File: config.mk
export PLATFORM = sky130hd
export DESIGN_NAME = trdb_branch_map
export DESIGN_NICKNAME = d
export VERILOG_FILES = /design/src/rtl/trdb_pkg.sv /design/src/rtl/trdb_branch_map.sv
export SDC_FILE = /design/constraint.sdc
export NUM_CORES = 1
export LEC_CHECK = 0
export CORE_ASPECT_RATIO = 1.75
export CORE_MARGIN = 1.5
export CORE_UTILIZATION = 51
export CTS_CLUSTER_SIZE = 20
export DETAILED_ROUTE_END_ITERATION = 8
export PLACE_DENSITY = 0.95
export RECOVER_POWER = 25
export SLEW_MARGIN = 0
export SYNTH_ARGS = -nofsm -noshare
export SYNTH_HDL_FRONTEND = slang
export SYNTH_SLANG_ARGS = --single-unit
File: constraint.sdc
create_clock -name clk_i -period 3.4 [get_ports clk_i]
set_input_delay 0.34 -clock clk_i [delete_from_list [all_inputs] [get_ports clk_i]]
set_output_delay 0.34 -clock clk_i [all_outputs]
set_load 0.05 [all_outputs]
File: src/rtl/trdb_pkg.sv
// Shared trace-encoder constants.
// The branch map geometry and the outcome encoding used by the map and the packet emitter.
package trdb_pkg;

    localparam int unsigned BRANCH_MAP_LEN = 31;
    localparam int unsigned BRANCH_CNT_LEN = 5;

    // Branch map bit encoding: a set bit means the branch fell through.
    localparam logic BR_TAKEN     = 1'b0;
    localparam logic BR_NOT_TAKEN = 1'b1;

endpackage

File: src/rtl/trdb_branch_map.sv
// Accumulates retired-branch outcomes into the branch map consumed by format 0/1 packets.
// A flush in the same cycle as a branch clears the old map first, so the new outcome lands in bit 0.
module trdb_branch_map
    import trdb_pkg::*;
#(
    parameter int unsigned MAP_LEN        = BRANCH_MAP_LEN,
    parameter int unsigned CNT_LEN        = BRANCH_CNT_LEN,
    parameter bit          PROTOCOL_CHECK = 1'b1
) (
    input  logic               clk_i,
    input  logic               rst_ni,
    input  logic               branch_valid_i,
    input  logic               branch_taken_i,
    input  logic               flush_i,
    output logic [MAP_LEN-1:0] map_o,
    output logic [CNT_LEN-1:0] branches_o,
    output logic               is_full_o,
    output logic               is_empty_o,
    output logic               overflow_o
);

    localparam logic [CNT_LEN-1:0] FULL_CNT = CNT_LEN'(MAP_LEN);

    if (2 ** CNT_LEN <= MAP_LEN) begin : g_bad_cnt_len
        $error("CNT_LEN too narrow to hold MAP_LEN");
    end

    logic [MAP_LEN-1:0] map_q, map_d;
    logic [CNT_LEN-1:0] cnt_q, cnt_d;
    logic               ovf_q, ovf_d;
    logic               outcome;

    assign outcome    = branch_taken_i ? BR_TAKEN : BR_NOT_TAKEN;
    assign is_full_o  = (cnt_q == FULL_CNT);
    assign is_empty_o = (cnt_q == '0);

    always_comb begin
        map_d = map_q;
        cnt_d = cnt_q;
        ovf_d = 1'b0;
        if (flush_i) begin
            // Emitter has already sampled the pre-flush map this cycle.
            map_d = '0;
            cnt_d = '0;
            if (branch_valid_i) begin
                map_d = MAP_LEN'(outcome);
                cnt_d = CNT_LEN'(1);
            end
        end else if (branch_valid_i) begin
            if (is_full_o) begin
                ovf_d = 1'b1;
            end else begin
                map_d = map_q | (MAP_LEN'(outcome) << cnt_q);
                cnt_d = cnt_q + CNT_LEN'(1);
            end
        end
    end

    always_ff @(posedge clk_i or negedge rst_ni) begin
        if (!rst_ni) begin
            map_q <= '0;
            cnt_q <= '0;
            ovf_q <= 1'b0;
        end else begin
            map_q <= map_d;
            cnt_q <= cnt_d;
            ovf_q <= ovf_d;
        end
    end

    assign map_o      = map_q;
    assign branches_o = cnt_q;
    assign overflow_o = ovf_q;

    if (PROTOCOL_CHECK) begin : g_protocol_check
        a_no_branch_when_full : assert property (@(posedge clk_i) disable iff (!rst_ni)
            !(branch_valid_i && !flush_i && is_full_o));
    end

    a_cnt_in_range : assert property (@(posedge clk_i) disable iff (!rst_ni)
        cnt_q <= FULL_CNT);

    // Every bit at or above the count must still be clear.
    a_upper_bits_zero : assert property (@(posedge clk_i) disable iff (!rst_ni)
        (map_q >> cnt_q) == '0);

endmodule

==> Word level (Yosys, flattened, before mapping) <==
Index checks and enable logic that the tools add are counted.
{ "word_totals": {"in_bits": 5, "wordCells": 23, "output_inout_bits": 39, "ff_bits": 37} }
{ "classes": {"bitwise_logic": 1, "addsub": 1, "reduce_logical": 3, "shift": 1, "n_eq_ne": 2, "mux": 12} }
{ "op_table": {"columns": ["op", "n"], "rows": [
  ["two-way mux 31 bit", 3],
  ["bitwise OR 31 bit", 1],
  ["left shift 1 x 5 -> 31 bit", 1],
  ["two-way mux 5 bit", 3],
  ["two-way mux 1 bit", 6],
  ["adder 5 x 1 -> 5 bit, second input constant", 1],
  ["== test 5 bit, second input constant", 1],
  ["zero test 5 bit", 1],
  ["inequality test 2 bit, second input constant", 1],
  ["AND reduction 2 bit", 1],
  ["nonzero test 2 bit", 1]
]} }

==> Longest topological paths before layout <==
Gate-level depths: netlist (run 1).
{ "logic_depth": {"word_depth": 6, "mapped_depth": 7, "mapped_depth_nobuf": 6} }

==> Worst setup path before layout (run 1) <==
Ideal clock, no wire load.
{ "synth_timing": {"path_type": "register -> register", "start": "register cnt_q[1], in the netlist branches_o[1]", "end": "register map_q[30], in the netlist map_o[30]", "slack_ns": 1.042, "period_less_slack_ns": 2.358, "t_required_ns": 3.263, "path_stages_with_launch": 8, "arrival_time_ns": 2.221, "path_cell_list": "dfrtp_1 -> ha_1 -> and3_1 -> ha_1 -> nor2b_4 -> buf_6 -> o2111ai_1 -> o22ai_1"} }
{ "synth_between": {"word_cells_on_any_way": 8, "cone_classes": "eq/ne (2); shift (1); mux (3); bitwise (1); reduce/logical (1)"} }
{ "synth_lines": {"columns": ["item", "line_no", "source"], "rows": [
  ["start: declaration", "trdb_branch_map.sv:29", "logic [CNT_LEN-1:0] cnt_q, cnt_d;"],
  ["start signal: assignment", "trdb_branch_map.sv:66", "cnt_q <= cnt_d;"],
  ["== test 5 bit", "trdb_branch_map.sv:34", "assign is_full_o = (cnt_q == FULL_CNT);"],
  ["net is_full_o", "trdb_branch_map.sv:17", "output logic is_full_o,"],
  ["inequality test 2 bit (no source line)", null, null],
  ["AND reduction 2 bit (no source line)", null, null],
  ["end signal: assignment", "trdb_branch_map.sv:65", "map_q <= map_d;"],
  ["end: declaration", "trdb_branch_map.sv:28", "logic [MAP_LEN-1:0] map_q, map_d;"]
]} }
The timed path passes the listed nets, and every way through them passes these cells. The select of a mux whose other input is x is not followed.
A chain may end at the register's enable or synchronous reset.

==> Worst setup path in the final report (run 1) <==
{ "layout_timing": {"start": "register cnt_q[1], in the netlist branches_o[1]", "end": "output is_full_o"} }
{ "layout_between": {"elab_chain_len": 1} }
{ "layout_lines": {"columns": ["item", "line_no"], "rows": [
  ["== test 5 bit", "trdb_branch_map.sv:34"],
  ["end: declaration", "trdb_branch_map.sv:17"]
]} }
No other way between the ends.

==> results.md, run 1 <==
* Max Slew Vio Count at 38
* Filler cells at 186
* Synthesized instance count at 149
* Max cap viols at 1
* Slew headroom at -0.2589
* Max Freq at 0.3874 GHz
* Failing checks: max-capacitance violations, max-slew violations
* Worst Skew at 0.005857 ns
* Total CTS buffers at 5
* Largest net degree at the start of global routing at 38
* Remaining DRCs at 0
* Avg Inst Size Synth at 10.71 um^2
* Slew of the pin with the lowest slew margin at 1.888 ns
* CTS tree: done
* ANT cells at 0
* Worst path cell trace: ha_1 > and3_1 > ha_1 > clkdlybuf4s50_1
* DP Wirelength at 2.655 mm
* Final WS setup at 0.8186 ns
* Routed Antenna Nets at 0
* Nets@finish at 201
* IO buf count at 43
* Async SR Flop Fraction at 1.000
* GRT Total Usage at 0.2399
* FF+latch area at 925.9 um^2
* Clk buf depth at 2
* Final count of hold timing violations at 0
* Vias in the first global route at 1278
* Largest driver fanout on the critical path at 7
* Synthesized area at 1595 um^2
* Most common cell after layout, fill and taps aside: clkdlybuf4s50_1
* Initial Utilization at 0.5389
* LEAKAGE at 0.8644 nW
* P per Cell Area at 406.4 nW/um^2
* Top cell by count, worst path: ha_1
* Reg clk slew, reported paths at 0.07 ns
* Post-cts resize count at 0
* Final setup vio count at 0
* Synth warnings at 0
* Fin cells at 235
* Most frequent cells in the layout: 42 x clkdlybuf4s50_1, 37 x dfrtp_1, 33 x inv_1
* Placer congestion estimate at 0.7608
* Critical path type: reg -> out
* Slowest-stage cell, CP: clkdlybuf4s50_1
* Worst path depth at 4
* VDD IR-drop max at 0.0004388 V
* Setup bufs post-CTS at 0
* GRT overflow at 0
* Htree depth at 2
* Cell variety after synth at 28
* Hold path depth at 2
* Routed wire length at 3.650 mm
* Worst-skew pair later-pin latency at 0.29 ns
* Global-route wire length before repair at 6.058 mm
* Via-to-Cell Ratio at 5.460
* CP Launch Type: register
* Die width at 45.28 um
* Die area at 3486 um^2
* Hold-fix buffers, CTS at 0
* Initial DRC count at 43
* Critical path's top delay family: buffers and inverters
* Post-DP Area at 2049 um^2
* Final Critical Period at 2.581 ns
* Layout cells sized above 1 at 0.08290
* CTS sink cnt at 37
* Core area at 2960 um^2
* Syn-to-layout area delta at 33.88%
* Worst hold margin at 0.5268 ns
* Avg WL per Cell at 15.53 um
* Status: finished, violations left
* Area of the multi-input gates at 494.2 um^2
* # rows at 26
* CP peak stage delay at 0.85 ns
* CTS Root Cell: clkbuf_8
* Fin util at 0.7215
* Req. time, crit path at 3.06 ns
* Drt pass-1 iters at 4
* Sequential-to-total area share from yosys stat at 0.5804
* RSZ-0062 raised after global routing: no
* Total power at 868.0 uW
* EDFF count, synth at 0
* Vias at 1283
* CP endpoint kind: primary output
* Synth Flop Type: dfrtp_1
* Top-Level Pins at 44
* Worst min-delay path category: reg -> reg
* DP Cell Count at 228
* #FFs+latches synth at 37
* Setup slack at placement at 1.162 ns
* Worst EP arrival at 2.24 ns
* Synthesized net count at 157
* CP Buf/Inv Count at 1
* Chip height at 76.99 um
* Setup TNS at 0 ns
* Number of antenna violations at the first check in global routing at 0
* Post-route clock period utilization at 0.7592
* Worst R2R Path Depth at 6
* Fin area at 2136 um^2
## registers in the layout, summed over array words and instances, names as in the netlist
| register | count |
|---|---|
| map_o | 31 |
| branches_o | 5 |
| overflow_o | 1 |
## cells by family (layout without fill, tap and decap cells)
group	Yosys count	after routing	share of synthesized area
DFF	37	37	0.5804
and+or+nand+nor	20	20	0.06903
adders and majority gates	3	3	0.02353
xor gates and xnor gates	1	1	0.005491
buffers and inverters	43	87	0.1098
AOI/OAI and AO/OA	41	41	0.1859
muxes	4	4	0.02588
## power breakdown
group | total (mW) | leakage (nW) | switching (mW) | internal [mW]
registers | 0.455 | 0.512 | 0.00825 | 0.447
clock network | 0.311 | 0.0433 | 0.151 | 0.160
logic | 0.103 | 0.309 | 0.0720 | 0.0306
## worst paths after layout
kind | startpoint | endpoint | slack [ns]
min in group asynchronous | rst_ni | map_o[14]$_DFFE_PN0P_ | 1.10
hold reg to reg | map_o[0]$_DFFE_PN0P_ | map_o[0]$_DFFE_PN0P_ | 0.53
setup reg to reg | branches_o[1]$_DFFE_PN0P_ | map_o[9]$_DFFE_PN0P_ | 1.34
setup / recovery | branches_o[1]$_DFFE_PN0P_ | is_full_o | 0.82
hold / removal | map_o[0]$_DFFE_PN0P_ | map_o[0]$_DFFE_PN0P_ | 0.53
max in group asynchronous | rst_ni | map_o[23]$_DFFE_PN0P_ | 1.21
## tightest hold or removal path, cell delays in order (launching register included)
cell and delay [ns]:
dfrtp_1 0.35, mux2i_1 0.07, o21ai_0 0.07
## Yosys cell counts, types with 2 or more instances
master / count / share of area
buf_2: 4 / 0.013
o2111ai_2: 4 / 0.038
clkbuf_1: 2 / 0.0047
nand3_1: 4 / 0.013
o22ai_1: 30 / 0.12
mux2i_1: 3 / 0.019
o2111ai_1: 3 / 0.016
o21ai_0: 2 / 0.0063
nor2_1: 7 / 0.016
inv_2: 2 / 0.0047
inv_1: 33 / 0.078
ha_1: 3 / 0.024
dfrtp_1: 37 / 0.58
## layer usage
metal  vias up  GRT usage  wire length, um
met2        39     0.3943             2004
met3         8    0.07294              180
met5         -          0                0
li1        599          -                -
met4         0     0.1000               83
met1       637     0.2775             1382
## final cells by class
cell class                 count  area share
clock buffer                   6     0.03866
clock inverter                 1    0.003515
inverter                      35     0.06151
multi-input combinational     69      0.2314
sequential                    37      0.4335
tap                           42     0.02460
timing repair buffer          45      0.2068
No activity file was read; power rests on OpenSTA's default activity.
==> run 2: changes to the inputs <==
CORE_UTILIZATION = 42   (was 51)
PLACE_DENSITY = 0.85   (was 0.95)
clock period = 2.25 ns   (was 3.4 ns; I/O delays follow)
==> results.md, run 2 (synthesis gave the netlist of run 1 again) <==
* Status: finished, final reports clean
* Worst EP arrival at 1.74 ns (-0.50 ns)
* # rows at 29 (+12%)
* Global-route wire length before repair at 6.244 mm (+3.1%)
* Placer congestion estimate at 0.8711 (+14%)
* Htree depth at 2 (unchanged)
* Worst-skew pair later-pin latency at 0.30 ns (about the same)
* Most frequent cells in the layout: 40 x clkdlybuf4s50_1, 37 x dfrtp_1, 33 x inv_1
* CTS sink cnt at 37 (unchanged)
* Max Freq at 0.5091 GHz
* Final setup vio count at 0 (unchanged)
* Die area at 4192 um^2 (+20%)
* Setup bufs post-CTS at 0 (unchanged)
* CP Launch Type: register
* Critical path's top delay family: buffers and inverters
* Worst path cell trace: clkdlybuf4s50_1
* LEAKAGE at 0.8880 nW (+2.7%)
* Reg clk slew, reported paths at 0.07 ns (about the same)
* Core area at 3628 um^2 (+23%)
* Hold-fix buffers, CTS at 0 (unchanged)
* Most common cell after layout, fill and taps aside: clkdlybuf4s50_1
* Clk buf depth at 2 (unchanged)
* Clock share of power at 0.409 (+0.051)
* Largest driver fanout on the critical path at 9 (+2)
* Final WS setup at 0.2858 ns (-0.5329 ns)
* Switching power at 370.3 uW (+60%)
* Layout cells sized above 1 at 0.1173 (+0.03445)
* Reg power frac at 0.483 (-0.041)
* ANT cells at 0 (unchanged)
* Switching share of power at 0.2600 (-0.005833)
* GRT Total Usage at 0.1991 (-0.04076)
* Initial Utilization at 0.4397 (-0.09923)
* Part of the power in combinational logic at 0.109 (-0.009)
* Avg WL per Cell at 15.10 um (-2.8%)
* Syn-to-layout area delta at 36.63%
* CP peak stage delay at 0.88 ns (+0.03 ns)
* Total CTS buffers at 5 (unchanged)
* IO buf count at 43 (unchanged)
* P per Cell Area at 653.4 nW/um^2 (+61%)
* GRT overflow at 0 (unchanged)
* DP Wirelength at 2.559 mm (-3.6%)
* CP Buf/Inv Count at 1 (unchanged)
* Remaining DRCs at 0 (unchanged)
* Largest net degree at the start of global routing at 38 (unchanged)
* Post-cts resize count at 0 (unchanged)
* Vias at 1275 (-0.62%)
* Max Slew Vio Count at 0 (-100%)
* Nets@finish at 203 (+1.0%)
* Routed Antenna Nets at 0 (unchanged)
* Critical path type: reg -> out
* Final count of hold timing violations at 0 (unchanged)
* Setup TNS at 0 ns (unchanged)
* Routed wire length at 3.654 mm (+0.11%)
* Chip height at 84.53 um (+9.8%)
* Initial DRC count at 47 (+9.3%)
* Final Critical Period at 1.964 ns
* Total power at 1.424 mW (+64%)
* Post-route clock period utilization at 0.8730
* Slowest-stage cell, CP: clkdlybuf4s50_1
* Vias in the first global route at 1256 (-1.7%)
* CP endpoint kind: primary output
* RSZ-0062 raised after global routing: no
* Number of antenna violations at the first check in global routing at 0 (unchanged)
* Setup slack at placement at 0.3359 ns (-0.8265 ns)
* VDD IR-drop max at 0.0007942 V (+81%)
* Worst Skew at 0.01045 ns (+0.004592 ns)
* Via-to-Cell Ratio at 5.269 (-3.5%)
* Max cap viols at 0 (-1)
* Worst min-delay path category: reg -> reg
* Top-Level Pins at 44 (unchanged)
* Slew headroom at 0.4100 (+0.6689)
* Slew of the pin with the lowest slew margin at 0.8851 ns (-1.003 ns)
* CTS Root Cell: clkbuf_8
* CTS tree: done
* Req. time, crit path at 2.03 ns (-1.03 ns)
* Max reg flops at 31 (unchanged)
* Die width at 49.59 um (+9.5%)
* Drt pass-1 iters at 4 (unchanged)
* P_int at 1.054 mW (+65%)
run 2: changes by cell type in the layout (fill, tap and decap cells not counted):
cell,delta
buf_4,+4
bufinv_16,+1
clkbuf_1,-1
clkbuf_2,+1
clkbuf_8,-1
clkdlybuf4s50_1,-2
clkinv_4,+1
ha_1,-1
ha_2,+1
run 2: through the flow:
stage            util  hold WS (ns)  cells  cell area, um^2
2_1_floorplan       -      -0.07059    149             1598
3_3_place_gp   0.5697        0.5049    234             2067
3_5_place_dp   0.5697        0.5104    234             2067
4_1_cts        0.6014        0.3504    242             2182
5_1_grt        0.6007        0.5564    242             2180
6_report       0.6007        0.5242    242             2180
run 2: power by group through the flow:
stage                     logic [mW]  registers (mW)  clock network, mW
after floorplan               0.0640           0.732                  0
after global placement         0.156           0.699                  0
after detailed placement       0.157           0.700                  0
after CTS                      0.158           0.687              0.590
after global routing           0.168           0.688              0.623
final                          0.155           0.687              0.582
run 2: layer usage:
metal  vias up  global-route usage  share of wire
li1        605                   -              -
met5         -                   0              0
met2        40              0.3164           0.53
met1       619              0.2305           0.39
met3        11             0.05160          0.038
met4         0              0.1364          0.041
run 2: worst paths after layout:
kind	slack (ns)	depth (start not counted)	start	to
max in group asynchronous	1.13	2	rst_ni	branches_o[4]$_DFFE_PN0P_
min	0.52	2	map_o[0]$_DFFE_PN0P_	map_o[0]$_DFFE_PN0P_
min in group asynchronous	0.57	2	rst_ni	map_o[29]$_DFFE_PN0P_
max reg2reg	0.29	7	branches_o[0]$_DFFE_PN0P_	map_o[28]$_DFFE_PN0P_
max	0.29	1	branches_o[4]$_DFFE_PN0P_	branches_o[4]
min reg2reg	0.52	2	map_o[0]$_DFFE_PN0P_	map_o[0]$_DFFE_PN0P_
run 2: cell type report:
type / count / area [um^2]
fillers: 314 / 1449
multi-input cells: 69 / 496.7
flip-flops and latches: 37 / 925.9
clock inverters: 3 / 46.29
repair buffers: 47 / 452.9
inverters: 35 / 131.4
well taps: 46 / 57.56
clock buffers: 5 / 68.82
run 2: tightest hold or removal path: cells and delay by family, from the launching register on:
kind            cells  cell delay (ns)
mux                 1             0.07
flops               1             0.36
compound gates      1             0.06
